File: src/rtl/out_arbiter_pkg.sv
// Shared definitions for the seven-segment output arbiter.
// Slot/value widths and the arbiter FSM state encoding.
package out_pkg;

  localparam int SLOT_W = 3;
  localparam int NSLOT  = 8;
  localparam int VAL_W  = 16;

  typedef enum logic [1:0] {
    IDLE  = 2'd0,
    ISSUE = 2'd1,
    HOLD  = 2'd2
  } state_t;

endpackage

File: src/rtl/out_arbiter_rr_pick.sv
// Combinational round-robin picker: first set request searching upward from i_last_grant+1.
// Zero latency, no state; o_any is low and o_grant is zero when nothing is requested.
module rr_pick #(
  parameter int N  = 4,
  parameter int IW = (N > 1) ? $clog2(N) : 1
) (
  input  logic [N-1:0]  i_req,
  input  logic [IW-1:0] i_last_grant,
  output logic [N-1:0]  o_grant,
  output logic [IW-1:0] o_index,
  output logic          o_any
);

  always_comb begin
    o_grant = '0;
    o_index = '0;
    o_any   = 1'b0;
    for (int k = 1; k <= N; k++) begin
      if (!o_any && i_req[(int'(i_last_grant) + k) % N]) begin
        o_any = 1'b1;
        o_grant[(int'(i_last_grant) + k) % N] = 1'b1;
        o_index = IW'((int'(i_last_grant) + k) % N);
      end
    end
  end

endmodule

File: src/rtl/out_arbiter.sv
// Round-robin arbiter for the 8-slot display port: accept at t, strobe at t+1, next accept at t+2+GAP.
// Requesters wait while busy; OUT_ARB_SHADOW_EN suppresses strobes for writes identical to the slot's last value.
module out_arbiter
  import out_pkg::*;
#(
  parameter int NREQ = 4,
  parameter int GAP  = 0
) (
  input  logic                   clock,
  input  logic                   reset,
  input  logic [NREQ-1:0]        req_valid,
  input  logic [SLOT_W*NREQ-1:0] req_sel,
  input  logic [VAL_W*NREQ-1:0]  req_val1,
  input  logic [VAL_W*NREQ-1:0]  req_val2,
  output logic [NREQ-1:0]        req_ready,
  output logic [VAL_W-1:0]       outval1,
  output logic [VAL_W-1:0]       outval2,
  output logic [SLOT_W-1:0]      outsel,
  output logic                   outdisplay,
  output logic                   busy,
  output logic [15:0]            write_count
);

  localparam int IW = $clog2(NREQ);

  state_t            r_state;
  logic [IW-1:0]     r_last;
  logic [3:0]        r_gap;
  logic [VAL_W-1:0]  r_val1;
  logic [VAL_W-1:0]  r_val2;
  logic [SLOT_W-1:0] r_sel;
  logic [15:0]       r_cnt;

  logic [NREQ-1:0]   w_grant;
  logic [IW-1:0]     w_idx;
  logic              w_any;
  logic              w_take;
  logic              w_skip;
  logic [SLOT_W-1:0] w_sel;
  logic [VAL_W-1:0]  w_val1;
  logic [VAL_W-1:0]  w_val2;

  rr_pick #(.N(NREQ), .IW(IW)) u_pick (
    .i_req        (req_valid),
    .i_last_grant (r_last),
    .o_grant      (w_grant),
    .o_index      (w_idx),
    .o_any        (w_any)
  );

  assign w_sel  = req_sel[SLOT_W*int'(w_idx) +: SLOT_W];
  assign w_val1 = req_val1[VAL_W*int'(w_idx) +: VAL_W];
  assign w_val2 = req_val2[VAL_W*int'(w_idx) +: VAL_W];

  // Gated by reset as well so a held request cannot see a ready pulse while in reset.
  assign w_take    = (r_state == IDLE) && w_any && !reset;
  assign req_ready = w_take ? w_grant : '0;

`ifdef OUT_ARB_SHADOW_EN
  logic [NSLOT-1:0] r_shv;
  logic [VAL_W-1:0] r_sh1 [NSLOT];
  logic [VAL_W-1:0] r_sh2 [NSLOT];

  assign w_skip = r_shv[w_sel] && (r_sh1[w_sel] == w_val1) && (r_sh2[w_sel] == w_val2);

  always_ff @(posedge clock or posedge reset) begin
    if (reset) begin
      r_shv <= '0;
      for (int i = 0; i < NSLOT; i++) begin
        r_sh1[i] <= '0;
        r_sh2[i] <= '0;
      end
    end else if (r_state == ISSUE) begin
      r_shv[r_sel] <= 1'b1;
      r_sh1[r_sel] <= r_val1;
      r_sh2[r_sel] <= r_val2;
    end
  end
`else
  assign w_skip = 1'b0;
`endif

  always_ff @(posedge clock or posedge reset) begin
    if (reset) begin
      r_state <= IDLE;
      r_last  <= IW'(NREQ - 1);
      r_gap   <= '0;
      r_val1  <= '0;
      r_val2  <= '0;
      r_sel   <= '0;
      r_cnt   <= '0;
    end else begin
      case (r_state)
        IDLE: begin
          if (w_any) begin
            r_last <= w_idx;
            // A skipped write leaves the display registers untouched.
            if (!w_skip) begin
              r_sel   <= w_sel;
              r_val1  <= w_val1;
              r_val2  <= w_val2;
              r_state <= ISSUE;
            end
          end
        end
        ISSUE: begin
          r_cnt <= r_cnt + 16'd1;
          if (GAP == 0) begin
            r_state <= IDLE;
          end else begin
            r_state <= HOLD;
            r_gap   <= 4'(GAP - 1);
          end
        end
        HOLD: begin
          if (r_gap == 4'd0) r_state <= IDLE;
          else               r_gap   <= r_gap - 4'd1;
        end
        default: r_state <= IDLE;
      endcase
    end
  end

  assign outval1     = r_val1;
  assign outval2     = r_val2;
  assign outsel      = r_sel;
  assign outdisplay  = (r_state == ISSUE);
  assign busy        = (r_state != IDLE);
  assign write_count = r_cnt;

endmodule

File: config.mk
export PLATFORM = sky130hd
export DESIGN_NAME = out_arbiter
export DESIGN_NICKNAME = d
export VERILOG_FILES = /design/src/rtl/out_arbiter_pkg.sv /design/src/rtl/out_arbiter_rr_pick.sv /design/src/rtl/out_arbiter.sv
export SDC_FILE = /design/constraint.sdc
export NUM_CORES = 1
export LEC_CHECK = 0
export BUFFER_PORTS_ARGS = -buffer_cell sky130_fd_sc_hd__buf_2
export CORE_MARGIN = 1
export CORE_UTILIZATION = 49
export CTS_CLUSTER_SIZE = 14
export DETAILED_ROUTE_END_ITERATION = 10
export PLACE_DENSITY_LB_ADDON = 0.05
export SETUP_SLACK_MARGIN = 0.2
export SLEW_MARGIN = 25
export SYNTH_ARGS = -nofsm -noshare
export SYNTH_HDL_FRONTEND = slang
export SYNTH_SLANG_ARGS = --single-unit
File: constraint.sdc
create_clock -name clock -period 5.45 [get_ports clock]
set_clock_uncertainty 0.2 [all_clocks]
set_input_delay 0.2725 -clock clock [delete_from_list [all_inputs] [get_ports clock]]
set_output_delay 0.2725 -clock clock [all_outputs]
set_load 0.05 [all_outputs]
==> impl_metrics.env <==
export IMPL_status="finished with violations"
export IMPL_violations="negative hold slack"
export IMPL_reg2reg_depth=9
export IMPL_area_delta_synth_final_pct=29.2
export IMPL_syn_area_sq_um=3650
export IMPL_synth_commonest_cells="71 x mux2i_1, 52 x dfrtp_1, 45 x nand2_1"
export IMPL_dp_hpwl_um=7110
export IMPL_crit_type="register to primary output"
export IMPL_avgSynthCellArea_sq_um=11.5
export IMPL_cts_max_path_buffers=2
export IMPL_max_slew_margin_pct=34.6
export IMPL_yosys_warnings=0
export IMPL_die_x_um=88.3
export IMPL_fin_crit_ns=3.80
export IMPL_worstReg2RegEnd="outval2[12]$_DFFE_PP0P_"
export IMPL_fmax_ghz=0.263
export IMPL_synth_cells=316
export IMPL_synth_area_leaders="dfrtp_1 36%, mux2i_1 19%, o221ai_2 11%"
export IMPL_setup_violations=0
export IMPL_grt_use_total_pct=23.7
export IMPL_crit_required_ns=4.98
export IMPL_synth_edf_count=0
export IMPL_rows=31
export IMPL_startpoint_type="register"
export IMPL_portBuffers=202
export IMPL_htree_levels=2
export IMPL_io_pins=203
export IMPL_drv_cap=0
export IMPL_tns_ns=0
export IMPL_dieArea_sq_um=7800
export IMPL_synth_cell_types=37
export IMPL_min_path_type="primary input to asynchronous set/reset pin"
export IMPL_synth_nets=471
export IMPL_synth_ff_type="dfrtp_1"
export IMPL_cts_buffers=5
export IMPL_instances_no_fill=607
export IMPL_worst_path_max_fanout=14
export IMPL_vdd_drop_max_uv=424
export IMPL_r2r_start="r_last[0]$_DFFE_PP1P_"
export IMPL_vias=3225
export IMPL_drt_iter0_drc=122
export IMPL_setup_worst_path_start="r_last[0]$_DFFE_PP1P_"
export IMPL_gp_congestion=0.836
export IMPL_routed_wl_um=9590
export IMPL_diodes=0
export IMPL_grt_pass1_wl_um=14300
export IMPL_clkTransAtPathRegs_ns=0.10
export IMPL_drv_slew=0
export IMPL_synth_top_area_share_pct=35.7
export IMPL_drc=0
export IMPL_cts_hold_buf=0
export IMPL_ys_seq_area_share_pct=37.1
export IMPL_synth_seq_cells=54
export IMPL_cts_sinks=54
export IMPL_coreArea_sq_um=7210
export IMPL_p_leak_nw=2.41
export IMPL_reg2reg_slack_ns=1.72
export IMPL_ys_async_sr_fraction_pct=100
export IMPL_post_drt_wl_per_cell_um=15.8
export IMPL_nets=662
export IMPL_cp_endpoint="req_ready[2]"
export IMPL_yosysMostFrequentCell="mux2i_1"
export IMPL_finalCritPeriodShare_pct=69.7
export IMPL_hold_viol=11
export IMPL_utilization_pct=65.3
export IMPL_rsz0062_at_grt="false"
export IMPL_first_pass_iters=4
export IMPL_fp_dieH_um=88.3
export IMPL_cp_arrival_ns=3.32
export IMPL_via_per_inst=5.31
export IMPL_grt_pass1_vias=2801
export IMPL_initial_core_util_pct=50.6
export IMPL_cts_root_buf="clkbuf_8"
export IMPL_n_fill_cell=584
export IMPL_timing_hold_ws_ns=-0.0181
export IMPL_tightest_slew_ns=0.981
export IMPL_dp_cells=599
export IMPL_cts_resized=0
export IMPL_synth_area_leader_cell="dfrtp_1"
export IMPL_grt_max_degree=55
export IMPL_p_per_area_nw_per_um2=686
export IMPL_drive_above_1_share_pct=50.6
export IMPL_antenna_found_initial=0
export IMPL_end_kind="primary output"
export IMPL_post_cts_buffers=0
export IMPL_cts_tree="done"
export IMPL_grt_remaining_overflow=0
export IMPL_clk_latency_ns=0.30
export IMPL_ant_nets=0
layer usage:
| metal | vias up | track usage (%) | wire length, um | share of wire (%) |
|---|---|---|---|---|
| li1 | 1562 | - | - | - |
| met1 | 1536 | 32.5 | 4190 | 44 |
| met2 | 116 | 39.3 | 4680 | 49 |
| met3 | 11 | 4.48 | 603 | 6.3 |
| met4 | 0 | 5.28 | 119 | 1.2 |
| met5 | - | 0 | 0 | 0 |
state kept, by name, indices dropped and copies added, names as in the netlist:
signal and cells:
outval2 16, outval1 16, r_last 2, write_count 16, r_state 1, outsel 3
layout by cell type (no fill, tap or decap), types with 2 or more instances in the layout:
master	Yosys	routed
o221ai_1	9	9
mux2_2	4	4
nor2_1	11	11
dfstp_2	2	2
ha_1	9	9
o221ai_2	26	26
nand3_1	5	5
mux4_2	2	2
nand2_1	45	45
nand4_1	4	4
nor3_1	5	5
mux2i_1	71	71
buf_4	5	4
or2_2	2	2
clkbuf_8	0	5
o21ai_2	3	2
clkbuf_1	6	2
xor2_1	5	5
xnor2_1	11	11
a21oi_1	2	2
dfrtp_1	52	52
inv_1	6	5
a22oi_1	4	4
a221oi_1	4	4
buf_2	3	202
how the worst min path moves through the flow:
stage,cells past startpoint,slack (ns),end
6_report,3,-0.02,outsel[0]$_DFFE_PP0P_
5_1_grt,3,0.05,outsel[0]$_DFFE_PP0P_
4_1_cts,3,0.007,outsel[0]$_DFFE_PP0P_
3_5_place_dp,2,0.27,outval1[13]$_DFFE_PP0P_
3_3_place_gp,2,0.27,outval1[13]$_DFFE_PP0P_
2_1_floorplan,2,0.28,outsel[0]$_DFFE_PP0P_
logic make-up (layout without fill, tap and decap cells):
group                    count (synthesis)  in the layout  synth area share [%]
flip-flops                              54             54                  37.1
AND/OR/NAND/NOR                         77             77                  9.33
AO/OA/AOI/OAI                           53             53                  16.6
adder cells (fa/ha/maj)                  9              9                  3.09
multiplexers                            78             78                  22.7
XOR/XNOR                                16             16                  3.84
buffers and inverters                   29            221                  7.37
per-stage QoR:
stage | power (W) | area (sq um) | setup WS [ns]
2_1_floorplan | 0.00275 | 3650 | 1.53
5_1_grt | 0.00343 | 4710 | 1.39
6_report | 0.00323 | 4710 | 1.65
3_5_place_dp | 0.00299 | 4600 | 1.70
3_3_place_gp | 0.00295 | 4600 | 1.85
4_1_cts | 0.00325 | 4710 | 1.66
report_power, final:
group	switching [W]	internal, W	leakage [nW]
sequential	0.000127	0.000577	0.673
clock	0.000126	0.000138	0.0524
combinational	0.00146	0.000808	1.69
final cells by class:
cell class	instances	area [sq um]	share of cell area [%]
Multi-Input combinational cell	233	2050	43.4
Sequential cell	54	1350	28.7
Inverter	6	22.5	0.478
Clock buffer	7	76.3	1.62
Tap cell	99	124	2.63
Clock inverter	1	30.0	0.637
Timing Repair Buffer	207	1060	22.5
worst max-delay path, cell delays in order (launching register included):
cell	delay [ns]
dfstp_2	0.71
inv_1	0.21
ha_1	0.42
mux2_2	0.38
o21a_1	0.30
nor3_1	0.42
a221oi_1	0.15
nor3_1	0.15
buf_2	0.29
Note: power is estimated with default switching activity, not from simulation.
